### config.mk
export PLATFORM = sky130hd
export DESIGN_NAME = id_inst_buffer_flat
export DESIGN_NICKNAME = d
export VERILOG_FILES = /design/src/rtl/id_pkg.sv /design/src/rtl/id_inst_buffer_if.sv /design/src/rtl/id_inst_buffer.sv /design/src/flat_wrapper.sv
export SDC_FILE = /design/constraint.sdc
export NUM_CORES = 2
export LEC_CHECK = 0
export CAP_MARGIN = 20
export CORE_UTILIZATION = 35
export CTS_BUF_LIST = sky130_fd_sc_hd__clkbuf_16
export DETAILED_ROUTE_END_ITERATION = 10
export PLACE_DENSITY = 0.56
export SYNTH_ARGS = -nofsm -noshare
export SYNTH_HDL_FRONTEND = slang
export SYNTH_SLANG_ARGS = --single-unit
### constraint.sdc
create_clock -name clk -period 12.9 [get_ports clk]
set_input_delay 2.58 -clock clk [delete_from_list [all_inputs] [get_ports clk]]
set_output_delay 2.58 -clock clk [all_outputs]
set_load 0.005 [all_outputs]
### src/rtl/id_pkg.sv
// Shared types for the IF->ID instruction buffer: entry layout and buffer state.
// Latency: n/a (types and constants only).
// Backpressure: n/a.
package id_pkg;

    localparam int IB_ADDR_W = 32;
    localparam int IB_INST_W = 32;

    // One buffered fetch slot.
    typedef struct packed {
        logic [IB_ADDR_W-1:0] pc;
        logic [IB_INST_W-1:0] inst;
    } ibuf_entry_t;

    // NORMAL: regular queueing. WAIT_DS: a taken branch was consumed before its
    // delay slot arrived; the next accepted fetch slot 0 is that delay slot.
    typedef enum logic {
        IB_NORMAL  = 1'b0,
        IB_WAIT_DS = 1'b1
    } ibuf_state_t;

endpackage

### src/rtl/id_inst_buffer_if.sv
// Fetch-side push bus and decode-side issue bus of the instruction buffer.
// Latency: n/a (wiring only).
// Backpressure: fetch_ready_o gates pushes; issue side consumes via issue_num_i.
interface id_inst_buffer_if #(
    parameter int DEPTH   = 16,
    parameter int FETCH_W = 2,
    parameter int ISSUE_W = 2,
    parameter int ADDR_W  = 32
) ();

    localparam int FNUM_W = $clog2(FETCH_W + 1);
    localparam int INUM_W = $clog2(ISSUE_W + 1);
    localparam int CNT_W  = $clog2(DEPTH + 1);

    // fetch side
    logic [FNUM_W-1:0]         fetch_num_i;
    logic [FETCH_W*ADDR_W-1:0] fetch_pc_i;
    logic [FETCH_W*32-1:0]     fetch_inst_i;
    logic                      fetch_ready_o;

    // decode side
    logic [ISSUE_W-1:0]        issue_valid_o;
    logic [ISSUE_W*ADDR_W-1:0] issue_pc_o;
    logic [ISSUE_W*32-1:0]     issue_inst_o;
    logic [INUM_W-1:0]         issue_num_i;
    logic                      branch_taken_i;
    logic                      flush_i;
    logic [CNT_W-1:0]          occupancy_o;

    // IF/ID pipeline side driving the buffer
    modport master (
        output fetch_num_i, fetch_pc_i, fetch_inst_i,
        output issue_num_i, branch_taken_i, flush_i,
        input  fetch_ready_o, issue_valid_o, issue_pc_o, issue_inst_o, occupancy_o
    );

    // the buffer itself
    modport slave (
        input  fetch_num_i, fetch_pc_i, fetch_inst_i,
        input  issue_num_i, branch_taken_i, flush_i,
        output fetch_ready_o, issue_valid_o, issue_pc_o, issue_inst_o, occupancy_o
    );

endinterface

### src/rtl/id_inst_buffer.sv
// Circular instruction queue between IF and ID with taken-branch delay-slot keep and flush.
// Latency: 1 cycle from accepted push to visibility on the issue outputs.
// Backpressure: fetch_ready_o drops when fewer than FETCH_W entries are free; IF must hold.
module id_inst_buffer
    import id_pkg::*;
#(
    parameter int DEPTH   = 16,
    parameter int FETCH_W = 2,
    parameter int ISSUE_W = 2,
    parameter int ADDR_W  = IB_ADDR_W
) (
    input  logic               clk,
    input  logic               rst,
    id_inst_buffer_if.slave    bus
);

    localparam int PTR_W = $clog2(DEPTH);
    localparam int CNT_W = $clog2(DEPTH + 1);

    typedef logic [PTR_W-1:0] ptr_t;
    typedef logic [CNT_W-1:0] cnt_t;

    ibuf_entry_t mem [DEPTH];

    ptr_t        head_q, head_nxt;
    ptr_t        tail_q, tail_nxt;
    cnt_t        count_q, count_nxt;
    ibuf_state_t state_q, state_nxt;

    cnt_t fetch_n;
    cnt_t issue_n;
    cnt_t pop_n;
    cnt_t push_n;
    cnt_t rem_n;
    cnt_t wr_n;
    logic fetch_ready;
    logic br_eff;

    logic [ISSUE_W-1:0]        issue_valid;
    logic [ISSUE_W*ADDR_W-1:0] issue_pc;
    logic [ISSUE_W*32-1:0]     issue_inst;
    ptr_t                      rd_idx;

    // Clamp requested push/pop amounts against free space and occupancy.
    always_comb begin
        fetch_n     = (cnt_t'(bus.fetch_num_i) > cnt_t'(FETCH_W)) ? cnt_t'(FETCH_W)
                                                                  : cnt_t'(bus.fetch_num_i);
        issue_n     = cnt_t'(bus.issue_num_i);
        fetch_ready = (cnt_t'(DEPTH) - count_q) >= cnt_t'(FETCH_W);
        pop_n       = (issue_n < count_q) ? issue_n : count_q;
        push_n      = fetch_ready ? fetch_n : '0;
        rem_n       = count_q - pop_n;
        // a branch with nothing actually consumed has no delay slot to protect
        br_eff      = bus.branch_taken_i && (pop_n != '0);
    end

    // Next pointer/count/state and number of fetch slots written this cycle.
    always_comb begin
        head_nxt  = head_q;
        tail_nxt  = tail_q;
        count_nxt = count_q;
        state_nxt = state_q;
        wr_n      = '0;
        if (bus.flush_i) begin
            head_nxt  = '0;
            tail_nxt  = '0;
            count_nxt = '0;
            state_nxt = IB_NORMAL;
        end else if (br_eff) begin
            head_nxt  = head_q + ptr_t'(pop_n);
            state_nxt = IB_NORMAL;
            if (rem_n != '0) begin
                // delay slot already buffered at the new head: keep it alone
                tail_nxt  = head_nxt + ptr_t'(1);
                count_nxt = cnt_t'(1);
            end else if (push_n != '0) begin
                // delay slot arriving now in fetch slot 0; head_nxt == tail_q here
                wr_n      = cnt_t'(1);
                tail_nxt  = tail_q + ptr_t'(1);
                count_nxt = cnt_t'(1);
            end else begin
                count_nxt = '0;
                state_nxt = IB_WAIT_DS;
            end
        end else begin
            case (state_q)
                IB_WAIT_DS: begin
                    if (push_n != '0) begin
                        wr_n      = cnt_t'(1);
                        state_nxt = IB_NORMAL;
                    end
                end
                IB_NORMAL: begin
                    wr_n = push_n;
                end
            endcase
            head_nxt  = head_q + ptr_t'(pop_n);
            tail_nxt  = tail_q + ptr_t'(wr_n);
            count_nxt = count_q - pop_n + wr_n;
        end
    end

    // Pointer, count and state registers.
    always_ff @(posedge clk or posedge rst) begin
        if (rst) begin
            head_q  <= '0;
            tail_q  <= '0;
            count_q <= '0;
            state_q <= IB_NORMAL;
        end else begin
            head_q  <= head_nxt;
            tail_q  <= tail_nxt;
            count_q <= count_nxt;
            state_q <= state_nxt;
        end
    end

    // Entry storage; slots beyond wr_n are not written. Contents are only read while counted valid.
    always_ff @(posedge clk) begin
        for (int i = 0; i < FETCH_W; i++) begin
            if (cnt_t'(i) < wr_n) begin
                mem[tail_q + ptr_t'(i)].pc   <= IB_ADDR_W'(bus.fetch_pc_i[i*ADDR_W +: ADDR_W]);
                mem[tail_q + ptr_t'(i)].inst <= bus.fetch_inst_i[i*32 +: 32];
            end
        end
    end

    // Present the oldest ISSUE_W entries; invalid lanes read as zero (nop).
    always_comb begin
        issue_valid = '0;
        issue_pc    = '0;
        issue_inst  = '0;
        rd_idx      = '0;
        for (int i = 0; i < ISSUE_W; i++) begin
            rd_idx = head_q + ptr_t'(i);
            if (cnt_t'(i) < count_q) begin
                issue_valid[i]                = 1'b1;
                issue_pc[i*ADDR_W +: ADDR_W]  = ADDR_W'(mem[rd_idx].pc);
                issue_inst[i*32 +: 32]        = mem[rd_idx].inst;
            end
        end
    end

    assign bus.fetch_ready_o = fetch_ready;
    assign bus.occupancy_o   = count_q;
    assign bus.issue_valid_o = issue_valid;
    assign bus.issue_pc_o    = issue_pc;
    assign bus.issue_inst_o  = issue_inst;

endmodule
### src/flat_wrapper.sv
// flat-port wrapper written by rule: the top's interface ports become plain ports
module id_inst_buffer_flat import id_pkg::*;
#(
    parameter int DEPTH   = 16,
    parameter int FETCH_W = 2,
    parameter int ISSUE_W = 2,
    parameter int ADDR_W  = IB_ADDR_W
)
  (clk, rst, bus_fetch_num_i, bus_fetch_pc_i, bus_fetch_inst_i, bus_issue_num_i, bus_branch_taken_i, bus_flush_i, bus_fetch_ready_o, bus_issue_valid_o, bus_issue_pc_o, bus_issue_inst_o, bus_occupancy_o);
  id_inst_buffer_if #(.DEPTH(DEPTH), .FETCH_W(FETCH_W), .ISSUE_W(ISSUE_W), .ADDR_W(ADDR_W)) bus_i ();
  input  logic clk;
  input  logic rst;
  input wire logic [$bits(bus_i.fetch_num_i)-1:0] bus_fetch_num_i;
  input wire logic [$bits(bus_i.fetch_pc_i)-1:0] bus_fetch_pc_i;
  input wire logic [$bits(bus_i.fetch_inst_i)-1:0] bus_fetch_inst_i;
  input wire logic [$bits(bus_i.issue_num_i)-1:0] bus_issue_num_i;
  input wire logic [$bits(bus_i.branch_taken_i)-1:0] bus_branch_taken_i;
  input wire logic [$bits(bus_i.flush_i)-1:0] bus_flush_i;
  output wire logic [$bits(bus_i.fetch_ready_o)-1:0] bus_fetch_ready_o;
  output wire logic [$bits(bus_i.issue_valid_o)-1:0] bus_issue_valid_o;
  output wire logic [$bits(bus_i.issue_pc_o)-1:0] bus_issue_pc_o;
  output wire logic [$bits(bus_i.issue_inst_o)-1:0] bus_issue_inst_o;
  output wire logic [$bits(bus_i.occupancy_o)-1:0] bus_occupancy_o;
  assign bus_i.fetch_num_i = bus_fetch_num_i;
  assign bus_i.fetch_pc_i = bus_fetch_pc_i;
  assign bus_i.fetch_inst_i = bus_fetch_inst_i;
  assign bus_i.issue_num_i = bus_issue_num_i;
  assign bus_i.branch_taken_i = bus_branch_taken_i;
  assign bus_i.flush_i = bus_flush_i;
  assign bus_fetch_ready_o = bus_i.fetch_ready_o;
  assign bus_issue_valid_o = bus_i.issue_valid_o;
  assign bus_issue_pc_o = bus_i.issue_pc_o;
  assign bus_issue_inst_o = bus_i.issue_inst_o;
  assign bus_occupancy_o = bus_i.occupancy_o;
  id_inst_buffer #(.DEPTH(DEPTH), .FETCH_W(FETCH_W), .ISSUE_W(ISSUE_W), .ADDR_W(ADDR_W)) u_core (.clk(clk), .rst(rst), .bus(bus_i));
endmodule
==> impl_metrics.json <==
{
  "status": "finished, final reports clean",
  "cp_slowest_stage_delay_ps": 1030,
  "cts_buffers": 117,
  "max_cap_violations": 0,
  "drive_gt1_share_pct": 38.0,
  "min_to": "u_core.state_q",
  "syn_inst": 3610,
  "synthFlopType": "edfxtp_1",
  "finalNonFillerCells": 6092,
  "crit_top_cell": "a211oi_1",
  "drt-vias-per-instance": 5.93,
  "core_um2": 174000,
  "worst_hold_startpoint": "u_core.state_q",
  "rsz0062_at_grt": "false",
  "vias": 36100,
  "grt_max_degree": 139,
  "worstSetupPathType": "register to output port",
  "r2r_start": "u_core.bus.occupancy_o[1]",
  "drt_iter0_drc": 3015,
  "crit_slowest_cell": "ha_4",
  "dr.pass1.iters": 5,
  "seq_area_frac_synth_pct": 50.5,
  "placementRows": 153,
  "ios": 272,
  "wirelength_um": 198000,
  "fmax_mhz": 123,
  "cts.clk_slew.worst_paths_ps": 60,
  "reg2reg_depth": 16,
  "r2r-end": "u_core.mem[5][26]",
  "grt_overflow": 0,
  "whs_path_depth": 2,
  "setup_viol": 0,
  "die_h_um": 421,
  "p_per_area_nw_per_um2": 201,
  "min_period_ps": 8110,
  "fin_hold_ws_ps": 686,
  "final_cell_mix": "1024 x edfxtp_1, 576 x mux4_2, 564 x mux2_2, 462 x mux2_1, 271 x clkdlybuf4s50_1",
  "ys_async_sr_fraction_pct": 1.35,
  "grt_antenna_before_repair": 24,
  "gp_congestion": 0.789,
  "initial_utilization_pct": 35.3,
  "h-tree-depth": 3,
  "synth_nets": 3770,
  "cts_buffer_depth": 3,
  "synth-edff-count": 1024,
  "place_hpwl_um": 115000,
  "synth_seq_cells": 1038,
  "tns_ps": 0,
  "drv_slew": 0,
  "fin_crit_sh_pct": 62.9,
  "routedWlPerCell_um": 32.5,
  "tightest_slew_ps": 1130,
  "grt_pass1_wl_um": 283000,
  "critPathMaxFanout": 54,
  "placed_cells": 5860,
  "required_ps": 10320,
  "min_path_type": "register to register",
  "reg2reg_setup_slack_ps": 7150,
  "end_kind": "output port",
  "layout_commonest_cell": "edfxtp_1",
  "area_growth_pct": 13.6,
  "yosys_warnings": 0,
  "clock_sinks": 1038,
  "hold_viol_final": 0,
  "slew_headroom_pct": 23.9,
  "drtAntennaViolNets": 0,
  "cts_tree": "done",
  "post_cts_buffers": 0,
  "die_w_um": 421,
  "avgSynthCellArea_um2": 17.1,
  "skew_ps": 28.5,
  "syn-cell-area_um2": 61600,
  "io_buffers": 271,
  "grt_pass1_vias": 37800,
  "crit_chain": "ha_4, buf_4, mux4_2, nor2b_1, a211oi_1, a211oi_1, clkdlybuf4s50_1",
  "fillers": 15800,
  "cts_hold_buf": 0,
  "cts_resized": 0,
  "die-area_um2": 178000,
  "worstSetupStartpointType": "register",
  "insertion_delay_ps": 750,
  "nNetsFinal": 3815,
  "cts_root_buf": "clkbuf_16",
  "cp_top_family": "buffers and inverters",
  "track_usage_pct": 21.9,
  "place_area_um2": 66300,
  "drc": 0,
  "ys_types": 49,
  "arrival_ps": 5530,
  "p_leak_nw": 22.1,
  "vdd_drop_max_v": 0.000277,
  "fin_area_um2": 70000,
  "critPathBufInv": 2
}
through the flow:
stage | util, % | power [mW] | worst slack (ps)
final | 40.1 | 14.1 | 4790
after global routing | 40.1 | 14.7 | 4730
after CTS | 40.1 | 14.3 | 4710
after detailed placement | 38.0 | 11.0 | 4900
after global placement | 38.0 | 11.0 | 4800
after floorplan | - | 8.28 | 523
cell type report:
class,instances,area [um2],share of cell area [%]
inverter,20,75.1,0.107
multi-input combinational,2124,28800,41.2
clock buffer,120,3000,4.29
clock inverter,102,648,0.926
sequential,1038,31100,44.5
timing repair buffer,354,3410,4.87
antenna,9,22.5,0.0322
tap,2325,2910,4.16
routing by layer:
metal  vias up  global-route usage (%)  share of wire [%]
li1      15100                       -                  -
met5         -                       0              0.065
met3       291                    2.78                4.4
met4        20                    7.01                3.2
met1     19800                    27.6                 40
met2       989                    39.0                 52
synth_stat cells (all sizes together) (3+ instances only):
cell type / number / share of area (%)
nor2b: 138 / 1.4
buf: 181 / 1.8
or2: 3 / 0.030
nand2: 11 / 0.067
mux4: 576 / 21
a211oi: 130 / 1.6
xnor2: 4 / 0.057
edfxtp: 1024 / 50
nor2: 31 / 0.19
o31ai: 11 / 0.13
o211ai: 4 / 0.049
a21oi: 4 / 0.033
xor2: 10 / 0.14
nor4: 5 / 0.051
or3: 6 / 0.061
nor3: 10 / 0.089
fa: 4 / 0.13
nand2b: 5 / 0.051
nand3: 21 / 0.17
a31oi: 5 / 0.051
ha: 20 / 0.41
inv: 20 / 0.12
mux2: 1026 / 19
mux2i: 66 / 1.1
clkbuf: 247 / 1.5
a21o: 3 / 0.037
o21ai: 10 / 0.081
o41ai: 5 / 0.071
dfrtp: 14 / 0.57
flip-flops by register name (all words and copies together), names as in the netlist:
register,flops
u_core.state_q,1
u_core.bus.occupancy_o,5
u_core.head_q,4
u_core.mem,1024
u_core.tail_q,4
kinds of logic after synthesis:
kind of cell | synth area share, %
mux | 40.9
flops | 50.5
buf+inv | 3.46
simple gates | 2.19
compound gates | 2.18
fa+ha+maj | 0.536
xor+xnor | 0.236
other cells | 0.00609
tightest hold or removal path: cells and delay by family, from the launching register on:
family | cells | cell delay (ps)
flops | 1 | 440
mux | 1 | 150
simple gates | 1 | 60
worst max path at each step:
stage | slack (ps) | cells past startpoint | start | endpoint
after floorplan | 520 | 12 | bus_issue_num_i[1] | u_core.mem[1][0]
after global placement | 4800 | 16 | bus_issue_num_i[1] | u_core.mem[5][26]
after detailed placement | 4900 | 16 | bus_issue_num_i[1] | u_core.mem[5][26]
after CTS | 4710 | 7 | u_core.head_q[1] | bus_issue_inst_o[37]
after global routing | 4730 | 7 | u_core.head_q[1] | bus_issue_inst_o[37]
final | 4790 | 7 | u_core.head_q[1] | bus_issue_inst_o[37]
power by group:
group / switching [mW] / total (mW) / internal (mW)
clock: 1.44 / 3.25 / 1.81
combinational: 3.36 / 6.49 / 3.13
sequential: 0.231 / 4.32 / 4.09
total: 5.03 / 14.1 / 9.03
Power figures use the tool's default switching activity.
